--- src/rtl/mram_mr5a16a_ctrl.sv ---
// MR5A16A MRAM pin sequencer: one valid/ready request port in, registered async-SRAM strobes out.
// Optional build macro MRAM_CTRL_PERF_CNT_EN adds accepted-write/read performance counters.
module mram_mr5a16a_ctrl #(
  parameter int ADDR_WIDTH       = 21,
  parameter int DATA_WIDTH       = 16,
  parameter int WR_SETUP_CYCLES  = 1,
  parameter int WR_PULSE_CYCLES  = 3,
  parameter int WR_HOLD_CYCLES   = 2,
  parameter int RD_ACCESS_CYCLES = 7,
  parameter int TURN_CYCLES      = 1
) (
  input  logic                  clk,
  input  logic                  rstnn,
`ifdef MRAM_CTRL_PERF_CNT_EN
  input  logic                  perf_clr,
  output logic [31:0]           perf_wr_cnt,
  output logic [31:0]           perf_rd_cnt,
`endif
  input  logic                  req_valid,
  output logic                  req_ready,
  input  logic                  req_write,
  input  logic [ADDR_WIDTH-1:0] req_addr,
  input  logic [DATA_WIDTH-1:0] req_wdata,
  input  logic [1:0]            req_be,
  output logic                  rsp_valid,
  input  logic                  rsp_ready,
  output logic [DATA_WIDTH-1:0] rsp_rdata,
  output logic [ADDR_WIDTH-1:0] mram_addr,
  output logic [DATA_WIDTH-1:0] mram_dq_o,
  output logic                  mram_dq_oe,
  input  logic [DATA_WIDTH-1:0] mram_dq_i,
  output logic                  mram_e_b,
  output logic                  mram_w_b,
  output logic                  mram_g_b,
  output logic                  mram_ub_b,
  output logic                  mram_lb_b
);

  function automatic int max2(input int a, input int b);
    return (a > b) ? a : b;
  endfunction

  localparam int MAX_CYC = max2(max2(max2(WR_SETUP_CYCLES, WR_PULSE_CYCLES),
                                     max2(WR_HOLD_CYCLES, RD_ACCESS_CYCLES)),
                                max2(TURN_CYCLES, 1));
  localparam int CW = $clog2(MAX_CYC) + 1;

  typedef logic [CW-1:0] cnt_t;

  localparam cnt_t SETUP_LD = cnt_t'(WR_SETUP_CYCLES - 1);
  localparam cnt_t PULSE_LD = cnt_t'(WR_PULSE_CYCLES - 1);
  localparam cnt_t HOLD_LD  = cnt_t'(WR_HOLD_CYCLES - 1);
  localparam cnt_t RD_LD    = cnt_t'(RD_ACCESS_CYCLES - 1);
  localparam cnt_t TURN_LD  = cnt_t'((TURN_CYCLES > 0) ? (TURN_CYCLES - 1) : 0);
  localparam cnt_t CNT_ZERO = {CW{1'b0}};
  localparam cnt_t CNT_ONE  = cnt_t'(1);
  localparam bit   HAS_TURN = (TURN_CYCLES > 0);

  typedef enum logic [2:0] {
    IDLE      = 3'd0,
    WR_SETUP  = 3'd1,
    WR_PULSE  = 3'd2,
    WR_HOLD   = 3'd3,
    RD_ACCESS = 3'd4,
    RSP       = 3'd5,
    TURN      = 3'd6
  } state_t;

  // Read data lanes that were not enabled come back as zero.
  function automatic logic [DATA_WIDTH-1:0] lane_mask(input logic [1:0] be);
    return {{(DATA_WIDTH/2){be[1]}}, {(DATA_WIDTH/2){be[0]}}};
  endfunction

  state_t                  state_r;
  cnt_t                    cnt_r;
  logic [1:0]              be_r;
  logic                    req_ready_r;
  logic                    rsp_valid_r;
  logic [DATA_WIDTH-1:0]   rsp_rdata_r;
  logic [ADDR_WIDTH-1:0]   addr_r;
  logic [DATA_WIDTH-1:0]   dq_o_r;
  logic                    dq_oe_r;
  logic                    e_b_r;
  logic                    w_b_r;
  logic                    g_b_r;
  logic                    ub_b_r;
  logic                    lb_b_r;
  logic                    cnt_zero_s;

  assign cnt_zero_s = (cnt_r == CNT_ZERO);

  // Sequencer: state, phase counter and every pin register move together.
  always_ff @(posedge clk or negedge rstnn) begin
    if (!rstnn) begin
      state_r     <= IDLE;
      cnt_r       <= CNT_ZERO;
      be_r        <= 2'b00;
      req_ready_r <= 1'b1;
      rsp_valid_r <= 1'b0;
      rsp_rdata_r <= {DATA_WIDTH{1'b0}};
      addr_r      <= {ADDR_WIDTH{1'b0}};
      dq_o_r      <= {DATA_WIDTH{1'b0}};
      dq_oe_r     <= 1'b0;
      e_b_r       <= 1'b1;
      w_b_r       <= 1'b1;
      g_b_r       <= 1'b1;
      ub_b_r      <= 1'b1;
      lb_b_r      <= 1'b1;
    end else begin
      case (state_r)
        IDLE: begin
          if (req_valid) begin
            be_r <= req_be;
            if (req_be == 2'b00) begin
              // Empty byte mask: no pin activity; a read still owes a zero response.
              if (!req_write) begin
                state_r     <= RSP;
                req_ready_r <= 1'b0;
                rsp_valid_r <= 1'b1;
                rsp_rdata_r <= {DATA_WIDTH{1'b0}};
              end
            end else begin
              req_ready_r <= 1'b0;
              addr_r      <= req_addr;
              e_b_r       <= 1'b0;
              ub_b_r      <= ~req_be[1];
              lb_b_r      <= ~req_be[0];
              if (req_write) begin
                state_r <= WR_SETUP;
                cnt_r   <= SETUP_LD;
                dq_o_r  <= req_wdata;
                dq_oe_r <= 1'b1;
              end else begin
                state_r <= RD_ACCESS;
                cnt_r   <= RD_LD;
                g_b_r   <= 1'b0;
              end
            end
          end
        end
        WR_SETUP: begin
          if (cnt_zero_s) begin
            state_r <= WR_PULSE;
            cnt_r   <= PULSE_LD;
            w_b_r   <= 1'b0;
          end else begin
            cnt_r <= cnt_r - CNT_ONE;
          end
        end
        WR_PULSE: begin
          if (cnt_zero_s) begin
            state_r <= WR_HOLD;
            cnt_r   <= HOLD_LD;
            w_b_r   <= 1'b1;
          end else begin
            cnt_r <= cnt_r - CNT_ONE;
          end
        end
        WR_HOLD: begin
          if (cnt_zero_s) begin
            e_b_r   <= 1'b1;
            ub_b_r  <= 1'b1;
            lb_b_r  <= 1'b1;
            dq_oe_r <= 1'b0;
            if (HAS_TURN) begin
              state_r <= TURN;
              cnt_r   <= TURN_LD;
            end else begin
              state_r     <= IDLE;
              req_ready_r <= 1'b1;
            end
          end else begin
            cnt_r <= cnt_r - CNT_ONE;
          end
        end
        RD_ACCESS: begin
          if (cnt_zero_s) begin
            state_r     <= RSP;
            rsp_valid_r <= 1'b1;
            rsp_rdata_r <= mram_dq_i & lane_mask(be_r);
            e_b_r       <= 1'b1;
            g_b_r       <= 1'b1;
            ub_b_r      <= 1'b1;
            lb_b_r      <= 1'b1;
          end else begin
            cnt_r <= cnt_r - CNT_ONE;
          end
        end
        RSP: begin
          if (rsp_ready) begin
            rsp_valid_r <= 1'b0;
            if (HAS_TURN && (be_r != 2'b00)) begin
              state_r <= TURN;
              cnt_r   <= TURN_LD;
            end else begin
              state_r     <= IDLE;
              req_ready_r <= 1'b1;
            end
          end
        end
        TURN: begin
          if (cnt_zero_s) begin
            state_r     <= IDLE;
            req_ready_r <= 1'b1;
          end else begin
            cnt_r <= cnt_r - CNT_ONE;
          end
        end
        default: begin
          state_r     <= IDLE;
          cnt_r       <= CNT_ZERO;
          req_ready_r <= 1'b1;
          rsp_valid_r <= 1'b0;
          dq_oe_r     <= 1'b0;
          e_b_r       <= 1'b1;
          w_b_r       <= 1'b1;
          g_b_r       <= 1'b1;
          ub_b_r      <= 1'b1;
          lb_b_r      <= 1'b1;
        end
      endcase
    end
  end

`ifdef MRAM_CTRL_PERF_CNT_EN
  logic acc_wr_s;
  logic acc_rd_s;
  logic [31:0] perf_wr_r;
  logic [31:0] perf_rd_r;

  assign acc_wr_s = req_valid && req_ready_r && req_write && (req_be != 2'b00);
  assign acc_rd_s = req_valid && req_ready_r && !req_write && (req_be != 2'b00);

  // Accepted-operation counters; clear wins over a same-cycle increment.
  always_ff @(posedge clk or negedge rstnn) begin
    if (!rstnn) begin
      perf_wr_r <= 32'd0;
      perf_rd_r <= 32'd0;
    end else if (perf_clr) begin
      perf_wr_r <= 32'd0;
      perf_rd_r <= 32'd0;
    end else begin
      if (acc_wr_s) perf_wr_r <= perf_wr_r + 32'd1;
      if (acc_rd_s) perf_rd_r <= perf_rd_r + 32'd1;
    end
  end

  assign perf_wr_cnt = perf_wr_r;
  assign perf_rd_cnt = perf_rd_r;
`endif

  assign req_ready  = req_ready_r;
  assign rsp_valid  = rsp_valid_r;
  assign rsp_rdata  = rsp_rdata_r;
  assign mram_addr  = addr_r;
  assign mram_dq_o  = dq_o_r;
  assign mram_dq_oe = dq_oe_r;
  assign mram_e_b   = e_b_r;
  assign mram_w_b   = w_b_r;
  assign mram_g_b   = g_b_r;
  assign mram_ub_b  = ub_b_r;
  assign mram_lb_b  = lb_b_r;

endmodule

--- config.mk ---
export PLATFORM = sky130hd
export DESIGN_NAME = mram_mr5a16a_ctrl
export DESIGN_NICKNAME = d
export VERILOG_FILES = /design/src/rtl/mram_mr5a16a_ctrl.sv
export SDC_FILE = /design/constraint.sdc
export NUM_CORES = 1
export LEC_CHECK = 0
export CORE_AREA = 2 2 92 94
export DETAILED_ROUTE_END_ITERATION = 6
export DIE_AREA = 0 0 94 96
export GPL_TIMING_DRIVEN = 0
export HOLD_SLACK_MARGIN = 0.15
export PLACE_DENSITY = 0.8
export SLEW_MARGIN = 20
export SYNTH_ARGS = -nofsm -noshare
export SYNTH_HDL_FRONTEND = slang
export SYNTH_SLANG_ARGS = --single-unit
--- constraint.sdc ---
create_clock -name clk -period 1.91 [get_ports clk]
set_input_delay 0.191 -clock clk [delete_from_list [all_inputs] [get_ports clk]]
set_output_delay 0.191 -clock clk [all_outputs]
set_load 0.01 [all_outputs]
==> flow_summary.toml <==
[floorplanning]
dieHeight_um = 96
die_area_mm2 = 0.00902
die_w_um = 94
coreArea_mm2 = 0.00805
rows = 33
initial_utilization_pct = 39.3
num_io_pins = 121

[cts]
clock-sinks = 70
htreeDepth = 3
clkTransAtPathRegs_ns = 0.07
clock_path_buffers = 2
clk_latency_ns = 0.35
cts_tree = "done"
cts-root-buf = "clkbuf_8"
cts_buffers = 9

[setup_path]
timing_worst_setup_path_type = "flop to flop"
worstRegToRegCells = 9
r2r_end = "state_r[1]"
end_kind = "flop"
cp_max_fo = 5
rrSetupSlack_ns = 0.06
arrival_ns = 2.09
rr_startpoint = "cnt_r[0]"
cp-start-kind = "flop"
required_ns = 2.16

[route]
post_drt_wl_per_cell_um = 14.8
drc = 0
postRouteAntennaNets = 0
wl_mm = 8.53
num_vias = 2864
first_iter_violations = 120
drt-pass1-iter-count = 4
vias_per_cell = 4.97

[cells_and_area]
final_cell_mix = "clkdlybuf4s50_1, nand2_1, dfrtp_1"
synthToLayoutAreaGrowth_pct = 53.8
antenna_cells = 0
final_common_cell = "clkdlybuf4s50_1"
drive_above_1_share_pct = 17.2
final_cells = 576
nets = 528

[grt]
grt_usage_pct = 19.1
grt_pass1_vias = 2838
overflow = 0
grt_max_degree = 40
grt_pass1_wl_mm = 13.4
antenna_found_initial = 0

[synthesis]
syn-cell-area_mm2 = 0.00316
yosysSeqAreaShare_pct = 55.7
yosys_warnings = 0
syn_avg_cell_area_um2 = 9.85
synth_cells = 321
async_flop_share_pct = 100
synth.area.top_cells = "dfrtp_1, nand2_1, dfstp_2"
synth_edf_count = 0
yosys_register_bits = 70
synth_flop_cell = "dfrtp_1"
yosysTopAreaCellShare_pct = 50.7
synth_fp_nets = 383
synth.distinct_cells = 45
synth_top_area_cell = "dfrtp_1"

[pwr]
power_w = 0.00756
irDropWorstVdd_mv = 1.03
leakagePower_nw = 2.19
power_density_mw_per_mm2 = 1560

[min_path]
worstHoldPathCells = 3
hp-class = "primary input to flop"
hp-start = "req_write"
holdPathEnd = "mram_dq_oe"

[place]
gp_congestion = 0.906
placed_cells = 546
hpwl_mm = 6.09
port_buffers = 119

[status]
status = "finished clean"

[timing]
fmax_ghz = 0.542
max_slew_margin_pct = 63.1
finClkSkew_ns = 0.00546
period_share_pct = 96.6
tightest_slew_ns = 0.552
final_hold_viol_count = 0
min_period_ns = 1.85
tns_ns = 0
setup_violations = 0
holdWs_ns = 0.251
maxSlewViolCount = 0

[flow_run]
maxCapViolations = 0
==> power breakdown <==
| part | switching [W] | internal, W | leakage (nW) |
|---|---|---|---|
| logic | 0.00174 | 0.00205 | 1.20 |
| clock network | 0.000593 | 0.000645 | 0.103 |
| registers | 0.000397 | 0.00214 | 0.885 |
| total | 0.00273 | 0.00484 | 2.19 |
==> synthesized netlist by cell type, types with 6 or more instances <==
| library cell | instances |
|---|---|
| nand2_1 | 112 |
| dfrtp_1 | 64 |
| o21ai_0 | 23 |
| a21oi_1 | 11 |
| nor2_1 | 11 |
| clkbuf_1 | 10 |
| mux2_4 | 10 |
| buf_2 | 7 |
| dfstp_2 | 6 |
| mux2_2 | 6 |
==> cell type report <==
type,count,area (um2)
Inverter,4,15.0
Multi-Input combinational cell,227,1320
Tap cell,105,131
Sequential cell,70,1760
Timing Repair Buffer,134,1320
Buffer,20,110
Fill cell,714,3190
Clock buffer,10,138
Clock inverter,6,68.8
==> sequential cells by signal, summed over array words and instances (netlist names) <==
register    flops
req_ready       1
mram_dq_oe      1
mram_lb_b       1
state_r         3
mram_g_b        1
mram_dq_o      16
mram_e_b        1
mram_w_b        1
mram_addr      21
rsp_rdata      16
be_r            2
mram_ub_b       1
rsp_valid       1
cnt_r           4
==> worst max-delay path: stages, from the launching register on <==
cell and delay, ns:
dfrtp_1 0.40, inv_2 0.09, ha_4 0.13, nor3b_4 0.22
buf_6 0.14, a211oi_1 0.05, a311oi_2 0.25, buf_4 0.19
nand3_1 0.07, and3_1 0.20
==> cells by family (layout without fill, tap and decap cells) <==
kind of cell,after synthesis,in the layout,synth area share [%]
AO/OA/AOI/OAI,56,56,11.2
adder cells (fa/ha/maj),2,2,0.792
buffers and inverters,24,174,3.60
flip-flops,70,70,55.7
multiplexers,16,16,6.89
AND/OR/NAND/NOR,153,153,21.9
==> repair_timing <==
item,CTS,global route
pin swaps,2,3
setup buffers,6,7
gates cloned,0,0
hold buffers,1,0
endpoints found under the hold margin,31,0
setup endpoints to repair,17,35
gates resized for setup,2,17
==> metal layers <==
layer	up-vias	GRT usage (%)	share of wire (%)
met4	0	7.00	1.6
met5	-	0	0
met3	13	5.64	6.4
li1	1364	-	-
met2	110	32.6	49
met1	1377	23.1	43
==> worst max-delay path by stage <==
stage                               end     start  cells after the start  slack, ns
after floorplan              state_r[2]  cnt_r[0]                      8       0.07
after global placement    mram_dq_o[14]     rstnn                      1      -1.77
after detailed placement     state_r[2]  cnt_r[0]                      8      -0.24
after CTS                    state_r[1]  cnt_r[1]                      9      0.004
after global routing         state_r[1]  cnt_r[0]                      9      -0.03
final                        state_r[1]  cnt_r[0]                      9       0.06
==> through the flow <==
step | cell area, um2 | util (%) | setup WS (ns)
floorplan | 3160 | - | 0.0692
global route | 4860 | 60.4 | -0.0262
CTS | 4770 | 59.2 | 0.00408
global placement | 4480 | 55.7 | -1.77
detailed placement | 4500 | 55.9 | -0.239
finish | 4860 | 60.4 | 0.0642
Note: power is estimated with default switching activity, not from simulation.
